[config.mk]
export PLATFORM = sky130hd
export DESIGN_NAME = memory_access_stage
export DESIGN_NICKNAME = d
export VERILOG_FILES = /design/src/rtl/memory_access_stage_pkg.sv /design/src/rtl/memory_access_stage_lsu_align.sv /design/src/rtl/memory_access_stage.sv
export SDC_FILE = /design/constraint.sdc
export NUM_CORES = 1
export LEC_CHECK = 0
export ABC_CLOCK_PERIOD_IN_PS = 5800
export BUFFER_PORTS_ARGS = -buffer_cell sky130_fd_sc_hd__buf_2
export CAP_MARGIN = 20
export CORE_MARGIN = 10
export CORE_UTILIZATION = 45
export CTS_CLUSTER_SIZE = 8
export DETAILED_ROUTE_END_ITERATION = 12
export PLACE_DENSITY = 0.87
export REMOVE_ABC_BUFFERS = 1
export SLEW_MARGIN = 20
export SYNTH_ARGS = -nofsm -noshare
export SYNTH_HDL_FRONTEND = slang
export SYNTH_SLANG_ARGS = --single-unit
[constraint.sdc]
create_clock -name clk -period 5.8 [get_ports clk]
set_input_delay 0.58 -clock clk [delete_from_list [all_inputs] [get_ports clk]]
set_output_delay 0.58 -clock clk [all_outputs]
set_load 0.005 [all_outputs]
[src/rtl/memory_access_stage_pkg.sv]
// Shared types and constants for the MEM stage and its byte-lane aligner.
package memory_access_stage_pkg;

  localparam int unsigned BE_W = 32'd4;

  typedef enum logic [1:0] {
    MS_IDLE = 2'd0,
    MS_REQ  = 2'd1,
    MS_RESP = 2'd2
  } mem_state_e;

  typedef enum logic [1:0] {
    WB_SEL_ALU = 2'd0,
    WB_SEL_MEM = 2'd1,
    WB_SEL_PC4 = 2'd2
  } wb_sel_e;

  localparam logic [2:0] F3_B  = 3'b000;
  localparam logic [2:0] F3_H  = 3'b001;
  localparam logic [2:0] F3_W  = 3'b010;
  localparam logic [2:0] F3_BU = 3'b100;
  localparam logic [2:0] F3_HU = 3'b101;

endpackage

[src/rtl/memory_access_stage_lsu_align.sv]
// Combinational byte-lane aligner: store enables/data, load extraction and
// extension, and the alignment/size legality check.
module lsu_align
  import memory_access_stage_pkg::*;
(
  input  logic [1:0]      addr_lo,
  input  logic [2:0]      funct3,
  input  logic [31:0]     rs2,
  input  logic [31:0]     rdata,
  output logic [BE_W-1:0] be,
  output logic [31:0]     wdata,
  output logic [31:0]     load_ext,
  output logic            misaligned
);

  logic [7:0]  byte_s;
  logic [15:0] half_s;

  // Pick the addressed byte/half out of the read word.
  always_comb begin
    byte_s = rdata[{addr_lo, 3'b000} +: 8];
    half_s = rdata[{addr_lo[1], 4'b0000} +: 16];
  end

  // Decode size/sign into lane enables, replicated store data and extended load data.
  always_comb begin
    be         = 4'b0000;
    wdata      = 32'd0;
    load_ext   = 32'd0;
    misaligned = 1'b1;
    case (funct3)
      F3_B: begin
        be         = 4'b0001 << addr_lo;
        wdata      = {4{rs2[7:0]}};
        load_ext   = {{24{byte_s[7]}}, byte_s};
        misaligned = 1'b0;
      end
      F3_BU: begin
        be         = 4'b0001 << addr_lo;
        wdata      = {4{rs2[7:0]}};
        load_ext   = {24'd0, byte_s};
        misaligned = 1'b0;
      end
      F3_H: begin
        be         = 4'b0011 << {addr_lo[1], 1'b0};
        wdata      = {2{rs2[15:0]}};
        load_ext   = {{16{half_s[15]}}, half_s};
        misaligned = addr_lo[0];
      end
      F3_HU: begin
        be         = 4'b0011 << {addr_lo[1], 1'b0};
        wdata      = {2{rs2[15:0]}};
        load_ext   = {16'd0, half_s};
        misaligned = addr_lo[0];
      end
      F3_W: begin
        be         = 4'b1111;
        wdata      = rs2;
        load_ext   = rdata;
        misaligned = |addr_lo;
      end
      default: begin
        be         = 4'b0000;
        wdata      = 32'd0;
        load_ext   = 32'd0;
        misaligned = 1'b1;
      end
    endcase
  end

endmodule

[src/rtl/memory_access_stage.sv]
// MEM stage: drives the req/gnt/rvalid data port, stalls upstream while an
// access is outstanding and registers the MEM/WB payload.
module memory_access_stage
  import memory_access_stage_pkg::*;
#(
  parameter int DATA_WIDTH = 32,
  parameter int REG_ADDR_W = 5
) (
  input  logic                  clk,
  input  logic                  rst,
  input  logic                  MEM_valid_i,
  input  logic                  MEM_MemRead_i,
  input  logic                  MEM_MemWrite_i,
  input  logic [2:0]            MEM_funct3_i,
  input  logic [DATA_WIDTH-1:0] MEM_alu_result_i,
  input  logic [DATA_WIDTH-1:0] MEM_rs2_data_i,
  input  wb_sel_e               MEM_WBSel_i,
  input  logic                  MEM_RegWrite_i,
  input  logic [REG_ADDR_W-1:0] MEM_rd_addr_i,
  input  logic [DATA_WIDTH-1:0] MEM_pc_plus4_i,
  output logic                  MEM_stall_o,
  output logic                  dmem_req_o,
  output logic                  dmem_we_o,
  output logic [DATA_WIDTH-1:0] dmem_addr_o,
  output logic [DATA_WIDTH-1:0] dmem_wdata_o,
  output logic [BE_W-1:0]       dmem_be_o,
  input  logic                  dmem_gnt_i,
  input  logic                  dmem_rvalid_i,
  input  logic [DATA_WIDTH-1:0] dmem_rdata_i,
  output logic                  WB_valid_o,
  output logic                  WB_RegWrite_o,
  output logic [REG_ADDR_W-1:0] WB_rd_addr_o,
  output wb_sel_e               WB_WBSel_o,
  output logic [DATA_WIDTH-1:0] WB_alu_result_o,
  output logic [DATA_WIDTH-1:0] WB_rd_data_o,
  output logic [DATA_WIDTH-1:0] WB_pc_plus4_o,
  output logic                  WB_misaligned_o
);

  mem_state_e            state_r;
  mem_state_e            state_next_s;
  logic                  is_load_s;
  logic                  is_store_s;
  logic                  mem_op_s;
  logic                  access_s;
  logic                  misaligned_op_s;
  logic                  req_s;
  logic                  complete_s;
  logic                  stall_s;
  logic [BE_W-1:0]       be_s;
  logic [DATA_WIDTH-1:0] wdata_s;
  logic [DATA_WIDTH-1:0] load_ext_s;
  logic                  misaligned_s;

  lsu_align u_lsu_align (
    .addr_lo    (MEM_alu_result_i[1:0]),
    .funct3     (MEM_funct3_i),
    .rs2        (MEM_rs2_data_i),
    .rdata      (dmem_rdata_i),
    .be         (be_s),
    .wdata      (wdata_s),
    .load_ext   (load_ext_s),
    .misaligned (misaligned_s)
  );

  // Classify the instruction in MEM; illegal size or alignment suppresses the access.
  always_comb begin
    is_load_s       = MEM_valid_i & MEM_MemRead_i;
    is_store_s      = MEM_valid_i & MEM_MemWrite_i;
    mem_op_s        = is_load_s | is_store_s;
    misaligned_op_s = mem_op_s & misaligned_s;
    access_s        = mem_op_s & ~misaligned_s;
  end

  // FSM state register.
  always_ff @(posedge clk or posedge rst) begin
    if (rst) begin
      state_r <= MS_IDLE;
    end else begin
      state_r <= state_next_s;
    end
  end

  // FSM next state: a load goes to RESP after its grant, a store is done at its grant.
  always_comb begin
    state_next_s = state_r;
    case (state_r)
      MS_IDLE: begin
        if (access_s) begin
          if (dmem_gnt_i) begin
            state_next_s = is_load_s ? MS_RESP : MS_IDLE;
          end else begin
            state_next_s = MS_REQ;
          end
        end else begin
          state_next_s = MS_IDLE;
        end
      end
      MS_REQ: begin
        if (dmem_gnt_i) begin
          state_next_s = is_load_s ? MS_RESP : MS_IDLE;
        end else begin
          state_next_s = MS_REQ;
        end
      end
      MS_RESP: begin
        if (dmem_rvalid_i) begin
          state_next_s = MS_IDLE;
        end else begin
          state_next_s = MS_RESP;
        end
      end
      default: begin
        state_next_s = MS_IDLE;
      end
    endcase
  end

  // FSM outputs: request, completion and stall; reset forces the port quiet at once.
  always_comb begin
    req_s = 1'b0;
    case (state_r)
      MS_IDLE: req_s = access_s;
      MS_REQ:  req_s = 1'b1;
      MS_RESP: req_s = 1'b0;
      default: req_s = 1'b0;
    endcase
    if ((is_store_s & req_s & dmem_gnt_i) ||
        (is_load_s & (state_r == MS_RESP) & dmem_rvalid_i)) begin
      complete_s = 1'b1;
    end else begin
      complete_s = 1'b0;
    end
    stall_s      = access_s & ~complete_s & ~rst;
    MEM_stall_o  = stall_s;
    dmem_req_o   = req_s & ~rst;
    dmem_we_o    = req_s & ~rst & MEM_MemWrite_i;
    dmem_addr_o  = {MEM_alu_result_i[DATA_WIDTH-1:2], 2'b00};
    if (req_s & ~rst) begin
      dmem_be_o    = be_s;
      dmem_wdata_o = wdata_s;
    end else begin
      dmem_be_o    = 4'b0000;
      dmem_wdata_o = 32'd0;
    end
  end

  // MEM/WB register: capture on completion or non-memory op, bubble otherwise.
  always_ff @(posedge clk or posedge rst) begin
    if (rst) begin
      WB_valid_o      <= 1'b0;
      WB_RegWrite_o   <= 1'b0;
      WB_rd_addr_o    <= '0;
      WB_WBSel_o      <= WB_SEL_ALU;
      WB_alu_result_o <= '0;
      WB_rd_data_o    <= '0;
      WB_pc_plus4_o   <= '0;
      WB_misaligned_o <= 1'b0;
    end else if (!MEM_valid_i) begin
      WB_valid_o      <= 1'b0;
      WB_RegWrite_o   <= 1'b0;
      WB_misaligned_o <= 1'b0;
    end else if (misaligned_op_s) begin
      WB_valid_o      <= 1'b1;
      WB_RegWrite_o   <= 1'b0;
      WB_rd_addr_o    <= MEM_rd_addr_i;
      WB_WBSel_o      <= MEM_WBSel_i;
      WB_alu_result_o <= MEM_alu_result_i;
      WB_rd_data_o    <= '0;
      WB_pc_plus4_o   <= MEM_pc_plus4_i;
      WB_misaligned_o <= 1'b1;
    end else if (stall_s) begin
      WB_valid_o      <= 1'b0;
      WB_RegWrite_o   <= 1'b0;
      WB_misaligned_o <= 1'b0;
    end else begin
      WB_valid_o      <= 1'b1;
      WB_RegWrite_o   <= MEM_RegWrite_i;
      WB_rd_addr_o    <= MEM_rd_addr_i;
      WB_WBSel_o      <= MEM_WBSel_i;
      WB_alu_result_o <= MEM_alu_result_i;
      WB_rd_data_o    <= is_load_s ? load_ext_s : '0;
      WB_pc_plus4_o   <= MEM_pc_plus4_i;
      WB_misaligned_o <= 1'b0;
    end
  end

endmodule

==> reports/qor.log <==
INFO  outcome        status=finished, final reports clean
INFO  setup_path     reg2reg_to=WB_alu_result_o[4]$_DFFE_PP0P_
INFO  sta            rsz_0062_raised_after_global_routing=false
INFO  grt            grt_pass1_vias=5,157
INFO  floorplanning  die_area=0.01787sqmm
INFO  route          post_detailed_route_wirelength_per_cell=20.18um
INFO  power          irDropWorstVdd=0.0001595V
INFO  floorplanning  placementRows=41
INFO  cts            htreeDepth=3
INFO  finish         final_layout_size_suffix_gt1_share=51.10%
INFO  setup_path     cp.arrival=2.95ns
INFO  sta            max_slew.worst_pin.slew=1.102ns
INFO  sta            finalHoldWorstSlack=0.3113ns
INFO  cts            cts.repair_timing.setup_buffer_count=0
INFO  setup_path     required=5.22ns
INFO  cts            cts_hold_repair.buffers=0
INFO  synth          synth_cell_type_count=43
INFO  setup_path     worstRegToRegCells=5
INFO  grt            grt_antenna_before_repair=4
INFO  synth          avgSynthCellArea=10.51squm
INFO  setup_path     critPathMaxFanout=55
INFO  power          power.density_cell_area=244.3mW/mm^2
INFO  cts            cts_root_buffer=sky130_fd_sc_hd__clkbuf_16
INFO  power          p_leak=3.856nW
INFO  finish         finish.instance_area=0.007553sqmm
INFO  sta            totalNegativeSetupSlack=0ns
INFO  cts            cts.path.max_buffers=2
INFO  synth          netlist.top_cell.by_area=sky130_fd_sc_hd__dfrtp_1
INFO  route          router_iterations_before_antenna_repair=5
INFO  setup_path     reg2reg_from=state_r[0]$_DFF_PP0_
INFO  placed_design  place_hpwl=16,100um
INFO  cts            cts_tree=done
INFO  grt            grt_max_degree=106
INFO  route          drc=0
INFO  sta            final_max_slew_viol_count=0
INFO  sta            fin_ws=2.270ns
INFO  setup_path     r2r_slack=3.61ns
INFO  floorplanning  i_o_pins=323
INFO  finish         layout-area-overhead-vs-synth=29.91%
INFO  floorplanning  dieWidth=133.7um
INFO  synth          synth-edff-count=0
INFO  synth          synthesis.yosys.warnings=0
INFO  floorplanning  initial_core_util=46.07%
INFO  route          vias=5,114
INFO  synth          synth_common_cells=sky130_fd_sc_hd__dfrtp_1 (108), sky130_fd_sc_hd__mux2_2 (71), sky130_fd_sc_hd__nand2_1 (41)
INFO  synth          yosys.cell_count.top_type=sky130_fd_sc_hd__dfrtp_1
INFO  sta            max_slew_margin=26.52%
INFO  synth          most_used_flip_flop_cell_after_synthesis=sky130_fd_sc_hd__dfrtp_1
INFO  placed_design  pre_cts_ws=2.068ns
INFO  setup_path     cp-end-kind=output port
INFO  route          postRouteAntennaNets=0
INFO  grt            grtUsageTotal=20.94%
INFO  grt            grt_pass1_wl=29,940um
INFO  finish         finalNetCount=962
INFO  sta            achievable-frequency=0.2833GHz
INFO  sta            report.final.setup_viol=0
INFO  synth          postSynthCellCount=553
INFO  synth          synth_top_area_share=46.48%
INFO  floorplanning  core-area=0.01262sqmm
INFO  setup_path     critPathCapture=dmem_wdata_o[22]
INFO  cts            postCtsResizedCells=0
INFO  synth          synth.yosys.seq_area_share=46.48%
INFO  setup_path     worst-setup-path-type=in -> out
INFO  placed_design  place_congestion=0.9092
INFO  sta            time_the_final_worst_path_needs_with_i_o_delays_and_setup=3.530ns
INFO  job            drv_cap=0
INFO  synth          ys_ff_latch=108
INFO  cts            cts_sinks=108
INFO  placed_design  dpl_cell_area=0.007253sqmm
INFO  sta            finalHoldViolCount=0
INFO  min_path       min-delay-path-class=in -> async
INFO  route          finalWirelength=20,100um
INFO  route          detailedRoute.firstIterationViolations=473
INFO  setup_path     critPathLaunchType=input port
INFO  cts            path_clk_slew=0.07ns
INFO  placed_design  io_buffer_count=320
INFO  floorplanning  dieHeight=133.7um
INFO  route          post_drt_via_cell_ratio=5.135
INFO  synth          syn-cell-area=0.005814sqmm
INFO  synth          synth_top_cells_by_area=sky130_fd_sc_hd__dfrtp_1 (46%), sky130_fd_sc_hd__mux2_2 (14%), sky130_fd_sc_hd__mux2i_1 (6.9%)
INFO  sta            finalClockSkew=0.007742ns
INFO  cts            clk_latency=0.33ns
INFO  setup_path     launching_element_of_the_worst_setup_path=MEM_funct3_i[1]
INFO  cts            cts_buffers=9
INFO  sta            final_worst_path_cycle_share=60.86%
INFO  grt            grt_overflow_total=0
INFO  synth          async_flop_share=100.0%
==> state kept, by name, indices dropped and copies added, names as in the netlist, 2 cells and up <==
signal / flops
state_r: 2
WB_WBSel_o: 2
WB_pc_plus4_o: 32
WB_rd_data_o: 32
WB_alu_result_o: 32
WB_rd_addr_o: 5
==> cells in the final DEF, fill, tap and decap left out, types with 3 or more instances in the layout <==
cell type,n
sky130_fd_sc_hd__a21boi_0,6
sky130_fd_sc_hd__a21o_1,9
sky130_fd_sc_hd__a21oi_1,34
sky130_fd_sc_hd__a221oi_1,8
sky130_fd_sc_hd__and2_1,17
sky130_fd_sc_hd__buf_2,320
sky130_fd_sc_hd__clkbuf_16,9
sky130_fd_sc_hd__dfrtp_1,108
sky130_fd_sc_hd__diode_2,4
sky130_fd_sc_hd__inv_1,29
sky130_fd_sc_hd__inv_6,3
sky130_fd_sc_hd__mux2_2,71
sky130_fd_sc_hd__mux2i_1,40
sky130_fd_sc_hd__nand2_1,41
sky130_fd_sc_hd__nand2b_1,10
sky130_fd_sc_hd__nor2_1,35
sky130_fd_sc_hd__nor2b_1,5
sky130_fd_sc_hd__o2111ai_1,16
sky130_fd_sc_hd__o211ai_1,7
sky130_fd_sc_hd__o21ai_0,6
sky130_fd_sc_hd__o2bb2ai_1,9
==> through the flow <==
stage	power [W]	cells	utilization (%)
2_1_floorplan	0.001059	482	-
3_3_place_gp	0.001270	977	57.48
3_5_place_dp	0.001284	977	57.48
4_1_cts	0.001869	992	59.73
5_1_grt	0.001938	995	59.84
6_report	0.001845	996	59.86
==> kinds of logic after synthesis <==
| logic type | count (synthesis) | share of synthesized area, % |
|---|---|---|
| other | 1 | 0.06450 |
| buffers and inverters | 102 | 9.339 |
| AO/OA/AOI/OAI | 108 | 13.11 |
| flip-flops | 108 | 46.48 |
| AND/OR/NAND/NOR | 121 | 9.985 |
| multiplexers | 113 | 21.02 |
==> critical path: stages <==
cell                      delay [ns]
sky130_fd_sc_hd__buf_2          0.64
sky130_fd_sc_hd__nor2b_1        0.56
sky130_fd_sc_hd__nor2b_2        0.72
sky130_fd_sc_hd__nand2_1        0.13
sky130_fd_sc_hd__a21oi_1        0.17
sky130_fd_sc_hd__buf_2          0.13
==> how the worst min path moves through the flow <==
stage / startpoint / to / slack, ns / depth (start not counted)
after global routing: rst / WB_RegWrite_o$_DFF_PP0_ / 0.35 / 2
after CTS: rst / WB_RegWrite_o$_DFF_PP0_ / 0.32 / 2
after floorplan: state_r[0]$_DFF_PP0_ / state_r[1]$_DFF_PP0_ / 0.47 / 1
final: rst / WB_RegWrite_o$_DFF_PP0_ / 0.31 / 2
after detailed placement: WB_rd_data_o[12]$_DFFE_PP0P_ / WB_rd_data_o[12]$_DFFE_PP0P_ / 0.47 / 1
after global placement: WB_rd_data_o[8]$_DFFE_PP0P_ / WB_rd_data_o[8]$_DFFE_PP0P_ / 0.47 / 1
==> report_power, final <==
group          total, W  leakage (nW)  switching [W]  internal (W)
registers      0.000861          1.34      0.0000356      0.000825
logic          0.000404          2.38       0.000208      0.000196
clock network  0.000580         0.136       0.000282      0.000298
total           0.00185          3.86       0.000526       0.00132
==> final cells by class <==
cell class,count,area (sq um)
well taps,172,215.2
clock buffers,9,225.2
fillers,1125,5066
diodes,4,10.01
flip-flops and latches,108,2703
multi-input cells,344,2590
clock inverters,6,58.81
inverters,30,115.1
repair buffers,323,1637
==> metal layers <==
layer  track usage, %  vias up  wire [um]
met4            5.079        2        304
met3            7.744       18       1677
met1            23.93     2474       7550
met2            36.23      188      10550
li1                 -     2432          -
met5                0        -         13
Power figures use the tool's default switching activity.
